[config.mk]
export PLATFORM = sky130hd
export DESIGN_NAME = serial_adder_ctrl
export DESIGN_NICKNAME = d
export VERILOG_FILES = /design/src/rtl/serial_adder_ctrl.sv
export SDC_FILE = /design/constraint.sdc
export NUM_CORES = 1
export LEC_CHECK = 0
export CAP_MARGIN = 5
export CORE_MARGIN = 2
export CORE_UTILIZATION = 55
export CTS_CLUSTER_SIZE = 8
export DETAILED_ROUTE_END_ITERATION = 12
export PLACE_DENSITY = 0.92
export RECOVER_POWER = 25
export REMOVE_ABC_BUFFERS = 1
export SLEW_MARGIN = 20
export SYNTH_ARGS = -nofsm -noshare
export SYNTH_HDL_FRONTEND = slang
export SYNTH_SLANG_ARGS = --single-unit
[constraint.sdc]
create_clock -name clk -period 3 [get_ports clk]
set_input_delay 0.6 -clock clk [delete_from_list [all_inputs] [get_ports clk]]
set_output_delay 0.6 -clock clk [all_outputs]
set_load 0.05 [all_outputs]
[src/rtl/serial_adder_ctrl.sv]
// Bit-serial adder controller: one full_adder is reused over WIDTH clock
// edges to form {cout, sum} = a + b + cin, LSB first.

// Single-bit full adder; the only arithmetic element in the datapath.
module full_adder (
  input  logic a,
  input  logic b,
  input  logic c,
  output logic sum,
  output logic carry
);
  assign sum   = a ^ b ^ c;
  assign carry = (a & b) | (c & (a ^ b));
endmodule

module serial_adder_ctrl #(
  parameter int WIDTH = 8
) (
  input  logic             clk,
  input  logic             rst,
  input  logic             start,
  input  logic [WIDTH-1:0] a,
  input  logic [WIDTH-1:0] b,
  input  logic             cin,
  output logic             busy,
  output logic             done,
  output logic [WIDTH-1:0] sum,
  output logic             cout
);
  localparam int CW = $clog2(WIDTH + 1);
  localparam logic [CW-1:0] LAST = CW'(WIDTH - 1);

  localparam logic [1:0] IDLE = 2'd0;
  localparam logic [1:0] RUN  = 2'd1;
  localparam logic [1:0] DONE = 2'd2;

  logic [1:0]       state;
  logic [CW-1:0]    cnt;
  logic [WIDTH-1:0] a_sh;
  logic [WIDTH-1:0] b_sh;
  logic [WIDTH-1:0] res;
  logic [WIDTH-1:0] res_next;
  logic             carry;
  logic             fa_sum;
  logic             fa_carry;

  full_adder u_fa (
    .a     (a_sh[0]),
    .b     (b_sh[0]),
    .c     (carry),
    .sum   (fa_sum),
    .carry (fa_carry)
  );

  // New sum bit enters at the MSB; a 1-bit result is just the sum bit itself
  generate
    if (WIDTH == 1) begin : g_res_w1
      always_comb res_next = fa_sum;
    end else begin : g_res_wn
      always_comb res_next = {fa_sum, res[WIDTH-1:1]};
    end
  endgenerate

  // Status strobes are pure state decodes
  always_comb begin
    busy = (state == RUN);
    done = (state == DONE);
  end

  // FSM, operand shifters, carry, counter and registered result
  always_ff @(posedge clk or posedge rst) begin
    if (rst) begin
      state <= IDLE;
      cnt   <= '0;
      a_sh  <= '0;
      b_sh  <= '0;
      res   <= '0;
      carry <= 1'b0;
      sum   <= '0;
      cout  <= 1'b0;
    end else begin
      case (state)
        IDLE: begin
          if (start) begin
            a_sh  <= a;
            b_sh  <= b;
            carry <= cin;
            cnt   <= '0;
            state <= RUN;
          end
        end
        RUN: begin
          res   <= res_next;
          carry <= fa_carry;
          a_sh  <= a_sh >> 1;
          b_sh  <= b_sh >> 1;
          cnt   <= cnt + CW'(1);
          if (cnt == LAST) begin
            sum   <= res_next;
            cout  <= fa_carry;
            state <= DONE;
          end
        end
        DONE:    state <= IDLE;
        default: state <= IDLE;
      endcase
    end
  end
endmodule

==> flow_metrics.tcl <==
set metrics [dict create \
    status "finished, final reports clean" \
    io_pins 31 \
    grt_pass1_vias 1306 \
    crit_buf_inv 2 \
    syn_inst 163 \
    drv_slew 0 \
    multiInputGateArea_sq_um 701 \
    design.die.area_sq_mm 0.00361 \
    crit_family "buffers and inverters" \
    drtIter0Drc 129 \
    drive_above_1_share_pct 11.7 \
    cts_buffer_depth 2 \
    routedWlPerCell_microns 15.3 \
    num_vias 1374 \
    min_to "res[1]$_DFFE_PP0N_" \
    final_util_pct 70.5 \
    root_buffer "clkbuf_4" \
    rrSetupSlack_ns 0.94 \
    cp-end-kind "output port" \
    worst-setup-path-type "flip-flop to output port" \
    skew_ns 0.00868 \
    area_delta_synth_final_pct 23.5 \
    power.switching_mw 0.942 \
    grt_pass1_wl_mm 6.13 \
    power_mw 2.18 \
    htreeDepth 2 \
    critPathArrivalTime_ns 1.91 \
    core_sq_mm 0.00303 \
    cp_max_fo 20 \
    p_leak_nw 0.953 \
    dr.pass1.iters 4 \
    layout_commonest_cell "dfrtp_1" \
    power_density_mw_per_mm2 1020 \
    holdCritStartpoint "res[1]$_DFFE_PP0N_" \
    post_cts_resize_count 0 \
    numCtsBuffers 5 \
    register_area_sq_um 976 \
    route.detailed.drc 0 \
    cap_violations 0 \
    r2r-end "sum[1]$_DFFE_PP0P_" \
    clock-sinks 39 \
    cts_tree "yes" \
    crit_chain "buf_4, nor2b_1, clkdlybuf4s50_1" \
    p_seq_share_pct 41.7 \
    fill_cells 213 \
    gp_congestion 0.786 \
    post-route-period-util_pct 83.7 \
    portBuffers 30 \
    syn_area_sq_mm 0.00173 \
    place_ws_ns 0.711 \
    post_dp_cell_area_sq_mm 0.00209 \
    dieWidth_microns 60.1 \
    timing.setup.tns_ns 0 \
    fin_crit_ns 2.51 \
    yosysWarnings 0 \
    relSlewSlack_pct 36.3 \
    peakVddDrop_mv 0.437 \
    ant_nets 0 \
    grt_max_degree 40 \
    cpPeakStageDelay_ns 0.81 \
    syn_avg_cell_area_sq_um 10.6 \
    p_int_mw 1.24 \
    min_path_type "flip-flop to flip-flop" \
    r2r-start "state[0]$_DFFE_PP0P_" \
    setup_viol 0 \
    overflow 0 \
    p_comb_share_pct 46.3 \
    hold_violations 0 \
    die_y_microns 60.1 \
    wirelength_mm 3.67 \
    switching_share_pct 43.2 \
    antenna_found_initial 0 \
    timing.fmax_mhz 398 \
    cts.reportedPaths.clkPinSlew_ns 0.11 \
    ys_ff_latch 39 \
    rsz0062_at_grt "no" \
    crit_slowest_cell "clkdlybuf4s50_1" \
    vias_per_cell 5.73 \
    critPathLaunchType "flip-flop" \
    clk_latency_ns 0.35 \
    ys_types 20 \
    crit_required_ns 2.40 \
    ctsHoldBuffers 0 \
    postCtsSetupRepairBufs 0 \
    fp-row-count 20 \
    antenna_cells 0 \
    stdcell_area_sq_mm 0.00213 \
    initial_core_util_pct 57.1 \
    grt_usage_pct 24.0 \
    reg2reg_depth 3 \
    whs_path_depth 2 \
    ys_seq_area_share_pct 56.5 \
    final_cell_mix "dfrtp_1, nand2_1, clkdlybuf4s50_1" \
    finish.net_count 217 \
    p_clk_share_pct 12.0 \
    dp_hpwl_mm 2.47 \
    tightest_slew_ns 0.956 \
    setup_ws_ns 0.489 \
]
stage by stage:
step,hold slack (ns),std cells
2_1_floorplan,0.440,153
3_3_place_gp,0.454,232
3_5_place_dp,0.468,232
4_1_cts,0.495,240
5_1_grt,0.527,240
6_report,0.498,240
state kept, by name, summed over array words and instances, names as in the netlist:
name and flops:
a_sh 8, b_sh 8, sum 8, res 7
cnt 4, state 2, carry 1, cout 1
synth_stat cells:
library cell  instances  area, sq um
buf_2                 5         25.0
mux2_2               10          113
nand3_1               2         10.0
o21bai_1              1         7.51
nand2b_1              1         6.26
a21oi_1              14         70.1
nor3_4                1         16.3
a22oi_1              13         97.6
nand2_1              28          105
o21ai_0              16         80.1
nor2b_1              15         93.8
fa_1                  1         20.0
dfrtp_1              39          976
and3b_1               2         17.5
ha_1                  1         12.5
inv_1                 2         7.51
a22o_1                4         35.0
o311ai_0              1         8.76
nor2_1                2         7.51
clkbuf_1              5         18.8
how the worst max path moves through the flow:
| stage | start | endpoint | slack [ns] | cells after the start |
|---|---|---|---|---|
| final | state[1]$_DFFE_PP0P_ | done | 0.49 | 3 |
| after global routing | state[1]$_DFFE_PP0P_ | done | 0.42 | 3 |
| after CTS | state[1]$_DFFE_PP0P_ | done | 0.48 | 3 |
| after detailed placement | start | a_sh[7]$_DFFE_PP0P_ | 0.71 | 4 |
| after global placement | start | a_sh[7]$_DFFE_PP0P_ | 0.82 | 4 |
| after floorplan | state[0]$_DFFE_PP0P_ | busy | 0.83 | 2 |
layout make-up:
type,instances,share of cell area (%)
Multi-Input combinational cell,112,32.8
Inverter,2,0.352
Sequential cell,39,45.7
Timing Repair Buffer,35,16.2
Clock buffer,7,2.11
Tap cell,44,2.58
Clock inverter,1,0.234
metal layers:
layer	up-vias	part of all wire, %	global-route usage, %
li1	633	-	-
met1	668	42	32.0
met2	63	49	35.1
met3	10	6.3	6.49
met4	0	2.5	14.0
met5	-	0	0
power groups by stage:
| stage | logic, mW | registers (mW) | clock network, mW |
|---|---|---|---|
| global placement | 0.966 | 0.899 | 0 |
| global route | 1.10 | 0.941 | 0.294 |
| floorplan | 0.481 | 1.07 | 0 |
| finish | 1.01 | 0.911 | 0.261 |
| detailed placement | 1.01 | 0.920 | 0 |
| CTS | 1.01 | 0.910 | 0.266 |
worst register-to-register path: cells and delay by family, from the launching register on:
family	cells	cell delay [ns]
flip-flops	1	0.61
multiplexers	1	0.40
AND/OR/NAND/NOR	2	0.94
cell families (layout without fill, tap and decap cells):
group           after synthesis  count (layout)  share of synthesized area (%)
buf+inv                      12              45                           2.97
flops                        39              39                           56.5
fa+ha+maj                     2               2                           1.88
mux                          10              10                           6.52
compound gates               49              49                           17.3
simple gates                 51              51                           14.8
(Power assumes the default switching activity.)
